$ cat config.mk
export PLATFORM = sky130hd
export DESIGN_NAME = btb_predictor
export DESIGN_NICKNAME = d
export VERILOG_FILES = /design/src/rtl/btb_predictor.sv
export SDC_FILE = /design/constraint.sdc
export NUM_CORES = 2
export LEC_CHECK = 0
export BUFFER_PORTS_ARGS = -buffer_cell sky130_fd_sc_hd__buf_2
export CELL_PAD_IN_SITES_DETAIL_PLACEMENT = 1
export CELL_PAD_IN_SITES_GLOBAL_PLACEMENT = 2
export CORE_MARGIN = 2
export CORE_UTILIZATION = 50
export DETAILED_ROUTE_END_ITERATION = 8
export PLACE_DENSITY_LB_ADDON = 0.1
export SYNTH_ARGS = -nofsm -noshare
export SYNTH_HDL_FRONTEND = slang
export SYNTH_SLANG_ARGS = --single-unit
$ cat constraint.sdc
create_clock -name clk -period 6.5 [get_ports clk]
set_input_delay 0 -clock clk [delete_from_list [all_inputs] [get_ports clk]]
set_output_delay 0 -clock clk [all_outputs]
set_load 0.1 [all_outputs]
$ cat src/rtl/btb_predictor.sv
// Direct-mapped branch target buffer with 2-bit saturating counters.
// Fetch-stage lookup is combinational; training happens from the EX stage
// when a conditional branch resolves, together with misprediction recovery
// and resolved/mispredicted branch statistics.
module btb_predictor #(
   parameter int IDX_W = 6
) (
   input  logic        clk,
   input  logic        rst,
   input  logic [31:0] PCF,
   output logic        PredictedF,
   output logic [31:0] PredictedPCF,
   input  logic        enE,
   input  logic        BranchE,
   input  logic        BrTakenE,
   input  logic [31:0] PCE,
   input  logic [31:0] BrTargetE,
   input  logic        PredictedE,
   output logic        MispredictE,
   output logic [31:0] RecoverPCE,
   output logic [31:0] BranchCnt,
   output logic [31:0] MispredCnt
);

   localparam int ENTRIES = 1 << IDX_W;
   localparam int TAG_W   = 30 - IDX_W;

   // Table storage: valid and counter are reset, tag and target are not.
   logic             r_valid  [ENTRIES];
   logic [TAG_W-1:0] r_tag    [ENTRIES];
   logic [31:0]      r_target [ENTRIES];
   logic [1:0]       r_ctr    [ENTRIES];

   logic [31:0] r_branch_cnt;
   logic [31:0] r_mispred_cnt;

   logic [IDX_W-1:0] w_f_idx;
   logic [TAG_W-1:0] w_f_tag;
   logic [IDX_W-1:0] w_e_idx;
   logic [TAG_W-1:0] w_e_tag;
   logic             w_f_hit;
   logic             w_e_hit;
   logic             w_update;
   logic             w_mispredict;

   // Two-bit saturating counter step: up on taken, down on not taken.
   function automatic logic [1:0] ctr_next(input logic [1:0] ctr, input logic taken);
      logic [1:0] res;
      if (taken) begin
         res = (ctr == 2'b11) ? 2'b11 : ctr + 2'b01;
      end else begin
         res = (ctr == 2'b00) ? 2'b00 : ctr - 2'b01;
      end
      return res;
   endfunction

   // 32-bit statistics counter that sticks at all-ones.
   function automatic logic [31:0] sat_inc(input logic [31:0] cnt);
      return (cnt == 32'hFFFF_FFFF) ? 32'hFFFF_FFFF : cnt + 32'd1;
   endfunction

   assign w_f_idx = PCF[IDX_W+1:2];
   assign w_f_tag = PCF[31:IDX_W+2];
   assign w_e_idx = PCE[IDX_W+1:2];
   assign w_e_tag = PCE[31:IDX_W+2];

   assign w_f_hit      = r_valid[w_f_idx] && (r_tag[w_f_idx] == w_f_tag);
   assign w_e_hit      = r_valid[w_e_idx] && (r_tag[w_e_idx] == w_e_tag);
   assign w_update     = enE & BranchE;
   assign w_mispredict = BranchE & (PredictedE != BrTakenE);

   // Fetch lookup: predict taken only on a hit with a taken-leaning counter.
   always_comb begin
      PredictedF   = 1'b0;
      PredictedPCF = 32'd0;
      if (w_f_hit && r_ctr[w_f_idx][1]) begin
         PredictedF   = 1'b1;
         PredictedPCF = r_target[w_f_idx];
      end else begin
         PredictedF   = 1'b0;
         PredictedPCF = 32'd0;
      end
   end

   // Recovery path: redirect to the resolved target, or fall through.
   always_comb begin
      MispredictE = w_mispredict;
      if (BrTakenE) begin
         RecoverPCE = BrTargetE;
      end else begin
         RecoverPCE = PCE + 32'd4;
      end
   end

   // Table training and statistics; reset wins over a concurrent update.
   always_ff @(posedge clk) begin
      if (rst) begin
         for (int i = 0; i < ENTRIES; i++) begin
            r_valid[i] <= 1'b0;
            r_ctr[i]   <= 2'b00;
         end
         r_branch_cnt  <= 32'd0;
         r_mispred_cnt <= 32'd0;
      end else if (w_update) begin
         if (w_e_hit) begin
            r_ctr[w_e_idx] <= ctr_next(r_ctr[w_e_idx], BrTakenE);
            if (BrTakenE) begin
               r_target[w_e_idx] <= BrTargetE;
            end
         end else if (BrTakenE) begin
            // Allocate on a taken miss, evicting whatever aliased here.
            r_valid[w_e_idx]  <= 1'b1;
            r_tag[w_e_idx]    <= w_e_tag;
            r_target[w_e_idx] <= BrTargetE;
            r_ctr[w_e_idx]    <= 2'b10;
         end
         r_branch_cnt <= sat_inc(r_branch_cnt);
         if (w_mispredict) begin
            r_mispred_cnt <= sat_inc(r_mispred_cnt);
         end
      end
   end

   assign BranchCnt  = r_branch_cnt;
   assign MispredCnt = r_mispred_cnt;

endmodule

==> results.md <==
| Parameter | Reported | Unit |
|---|---|---|
| Result of the run | finished, violations left | - |
| Violated checks | design-rule violations | - |
| Maximum clock frequency | 170.1 | MHz |
| DRT iter0 DRCs | 12,320 | - |
| Number of global-route vias before repair | 93,480 | - |
| Number of nets in the final layout | 8,721 | - |
| Total power after layout | 0.05350 | W |
| Total buffers and inverters traversed by the critical path | 4 | - |
| WP data arrival | 5880 | ps |
| Root Buffer | sky130_fd_sc_hd__clkbuf_16 | - |
| Post-route minimum period | 5880 | ps |
| Fraction of final layout cells sized beyond drive strength 1 | 31.91 | % |
| Cell Chain, Critical Path | mux4_2 > mux4_2 > mux4_2 > xnor2_1 > nand4_1 > buf_4 > nor4_4 > buf_4 > nand2_1 > a211oi_1 > buf_4 > buf_12 | - |
| Worst Path Max Fanout | 28 | - |
| Slowest stage cell on the critical path | sky130_fd_sc_hd__mux4_2 | - |
| Count of max-cap constraint violations | 0 | - |
| Net count of the mapped netlist | 8,077 | - |
| Max Slew Vio Count | 0 | - |
| Initial antenna violation count | 33 | - |
| I/O pin count | 232 | - |
| Areal power density over the cells | 287.0 | nW/um^2 |
| Cts repair resizes | 0 | - |
| Effective utilization at floorplan | 50.18 | % |
| Final antenna-violating net count | 0 | - |
| Later-pin clock latency in the skew report | 970 | ps |
| Drt via density | 6.846 | - |
| Via count | 90,910 | - |
| Number of iterations in the first detailed-routing pass | 9 | - |
| Congestion Overflow GR | 0 | - |
| Die ar. | 329,800 | um^2 |
| Global-route wire length before repair | 759,800 | um |
| Worst hold-check path type | primary input to flip-flop | - |
| Reg power frac | 50.8 | % |
| Clk sinks | 3,840 | - |
| FILL cells | 27,260 | - |
| Share of synthesized flip-flops with an asynchronous set or reset | 0 | % |
| Core Region | 324,000 | um^2 |
| Period utilization | 90.47 | % |
| GP Congestion | 0.8740 | - |
| Top-area cell type share of the netlist area | 68.55 | % |
| Endpoints failing hold | 0 | - |
| Total global-route track usage | 33.31 | % |
| Combinational cell fraction of total power | 6.9 | % |
| Area contributors post-synth | sky130_fd_sc_hd__edfxtp_1, sky130_fd_sc_hd__mux4_2, sky130_fd_sc_hd__mux2i_1 | - |
| Slew margin rel. | 4.762 | % |
| Clock tree from TritonCTS | built | - |
| Required time at the worst-slack endpoint | 6500 | ps |
| Primary flip-flop cell chosen by synthesis mapping | sky130_fd_sc_hd__edfxtp_1 | - |
| Ys Warns | 0 | - |
| Power dissipated by switching net loads | 0.01213 | W |
| Post-synth EDFFs | 3,712 | - |
| Part of the Yosys area used for sequential elements | 70.13 | % |
| Final setup skew | 35.97 | ps |
| Wire length after detailed routing | 549,700 | um |
| Largest net degree at the start of global routing | 122 | - |
| IR Drop Worst-Case VDD | 0.2356 | mV |
| Worst Setup Start Kind | flip-flop | - |
| DRC violations left | 18 | - |
| Clock buffers created by TritonCTS | 402 | - |
| Maximum count of clock buffers along a single path | 4 | - |
| Hold Slack | 22.88 | ps |
| Width of the die | 574.3 | um |
| Setup repair after global routing missed its margin | false | - |
| H-tree lvl count | 5 | - |
| Final design instance area without fill | 186,400 | um^2 |
| Clk pin slew, worst setup/hold paths | 60 | ps |
| Gate count of the mapped netlist | 7,972 | - |
| Switching fraction of total power | 22.66 | % |
| Setup repair bufs after CTS | 0 | - |
| Average instance area after synthesis | 20.40 | um^2 |
| Die height | 574.3 | um |
| Final count of negative-setup-slack endpoints | 0 | - |
| Placed wire-length estimate | 338,800 | um |
| Cell type with the largest total area after synthesis | sky130_fd_sc_hd__edfxtp_1 | - |
| Delay-heaviest family, CP | multiplexers | - |
| Utilization of the core after routing | 57.53 | % |
| Flip-flop and latch count after synthesis | 3,840 | - |
| Unique masters post-synth | 75 | - |
| Setup Total Neg Slack | 0 | ps |
| Clk pwr share | 42.3 | % |
| Netlist area before placement | 162,600 | um^2 |
| Critical path start-end classification | flip-flop to output port | - |
| Type of element capturing the critical path | output port | - |
| Placed cell areas | 173,000 | um^2 |
| Slew at the pin closest to its max-slew limit | 1429 | ps |
| Buffers on Ports | 229 | - |
| Design internal power | 0.04138 | W |
| Row count | 209 | - |
| Average wire per standard cell | 41.40 | um |
| Synthesis-to-finish area growth | 14.64 | % |
| Leakage Power | 59.74 | nW |
| Maximum single-stage delay on the critical path | 580 | ps |
## Yosys cell counts (25+ instances only)
cell,instances
sky130_fd_sc_hd__edfxtp_1,3712
sky130_fd_sc_hd__buf_4,40
sky130_fd_sc_hd__a22oi_1,218
sky130_fd_sc_hd__o21ai_1,61
sky130_fd_sc_hd__xnor2_1,75
sky130_fd_sc_hd__nor3_1,30
sky130_fd_sc_hd__nand4_1,41
sky130_fd_sc_hd__a21oi_1,102
sky130_fd_sc_hd__nor2_1,314
sky130_fd_sc_hd__o21ai_0,73
sky130_fd_sc_hd__a21o_1,64
sky130_fd_sc_hd__buf_2,120
sky130_fd_sc_hd__nand3_1,122
sky130_fd_sc_hd__xor2_1,56
sky130_fd_sc_hd__nand2_1,226
sky130_fd_sc_hd__a211oi_1,28
sky130_fd_sc_hd__o22ai_1,28
sky130_fd_sc_hd__and3_1,57
sky130_fd_sc_hd__dfxtp_1,128
sky130_fd_sc_hd__clkbuf_1,270
sky130_fd_sc_hd__buf_1,92
sky130_fd_sc_hd__mux2i_1,404
sky130_fd_sc_hd__mux4_2,1397
sky130_fd_sc_hd__buf_6,25
## worst reg2reg max path: stages, from the launching register on
cell	delay (ps)
sky130_fd_sc_hd__edfxtp_1	380
sky130_fd_sc_hd__mux4_2	480
sky130_fd_sc_hd__mux2i_1	250
sky130_fd_sc_hd__nor2_1	160
sky130_fd_sc_hd__a2111oi_0	510
sky130_fd_sc_hd__xnor2_1	280
sky130_fd_sc_hd__nor4_1	110
sky130_fd_sc_hd__buf_4	160
sky130_fd_sc_hd__o221ai_1	370
sky130_fd_sc_hd__and4b_1	450
sky130_fd_sc_hd__a21o_4	310
sky130_fd_sc_hd__buf_12	160
sky130_fd_sc_hd__buf_4	160
sky130_fd_sc_hd__nor2_4	860
sky130_fd_sc_hd__buf_4	390
## cells in the final DEF (no fill, tap or decap), drive strengths merged, types with 56 or more instances in the layout
cell,Yosys,final
mux4,1397,1397
a22oi,218,218
and3,57,57
nand3,123,123
o21ai,134,134
a21oi,103,103
clkinv,0,180
clkbuf,270,498
buf,277,713
mux2i,404,404
nor2,315,315
a21o,64,64
dlygate4sd3,0,73
nand2,226,226
xor2,56,56
edfxtp,3712,3712
xnor2,75,75
dfxtp,128,128
## logic make-up after synthesis
logic type | share of synthesized area (%)
flip-flops | 70.13
multiplexers | 21.98
AND/OR/NAND/NOR | 2.576
AO/OA/AOI/OAI | 2.971
buffers and inverters | 1.607
XOR/XNOR | 0.7056
adder cells (fa/ha/maj) | 0.02924
## metal layers
layer,up-vias,GRT usage (%),wire length (um)
li1,35170,-,-
met1,49580,43.24,201700
met5,-,0,119
met4,18,15.92,30190
met2,5033,55.36,272600
met3,1119,5.269,45110
## power groups by stage
stage | logic, W | registers (W) | clock network (W)
2_1_floorplan | 0.00204 | 0.0277 | 0
3_3_place_gp | 0.00357 | 0.0277 | 0
3_5_place_dp | 0.00363 | 0.0277 | 0
4_1_cts | 0.00368 | 0.0272 | 0.0228
5_1_grt | 0.00382 | 0.0272 | 0.0237
6_report | 0.00368 | 0.0272 | 0.0226
## worst paths after layout
check,end,slack (ps),cells after the start,from
max,PredictedPCF[9],620,12,r_tag[22][11]
min,r_ctr[20][0],20,3,PCE[2]
max reg2reg,r_tag[10][23],1170,14,r_tag[39][4]
min reg2reg,r_valid[16],480,1,r_valid[16]
## state kept, by name (all words and copies together) (netlist names)
name	flops
BranchCnt	32
MispredCnt	32
r_ctr	128
r_tag	1536
r_target	2048
r_valid	64
## what timing repair did
item | 4_1_cts | 5_1_grt
hold endpoints to repair | 3561 | 0
setup endpoints to repair | 0 | 0
hold buffers | 73 | 0
## cell type report
type / count / area, um^2 / share of cell area (%)
diodes: 9 / 22.52 / 0.01208
clock buffers: 497 / 10670 / 5.723
clock inverters: 236 / 2027 / 1.087
inverters: 19 / 73.82 / 0.03960
multi-input cells: 3566 / 46990 / 25.21
flip-flops and latches: 3840 / 114000 / 61.17
well taps: 4325 / 5411 / 2.903
repair buffers: 787 / 7184 / 3.854
## metrics by stage
stage	cells	setup WS, ps
2_1_floorplan	7972	1009
3_3_place_gp	12460	683.5
3_5_place_dp	12460	692.4
4_1_cts	13270	516.8
5_1_grt	13280	617.8
6_report	13280	619.5
No activity file was read; power rests on OpenSTA's default activity.
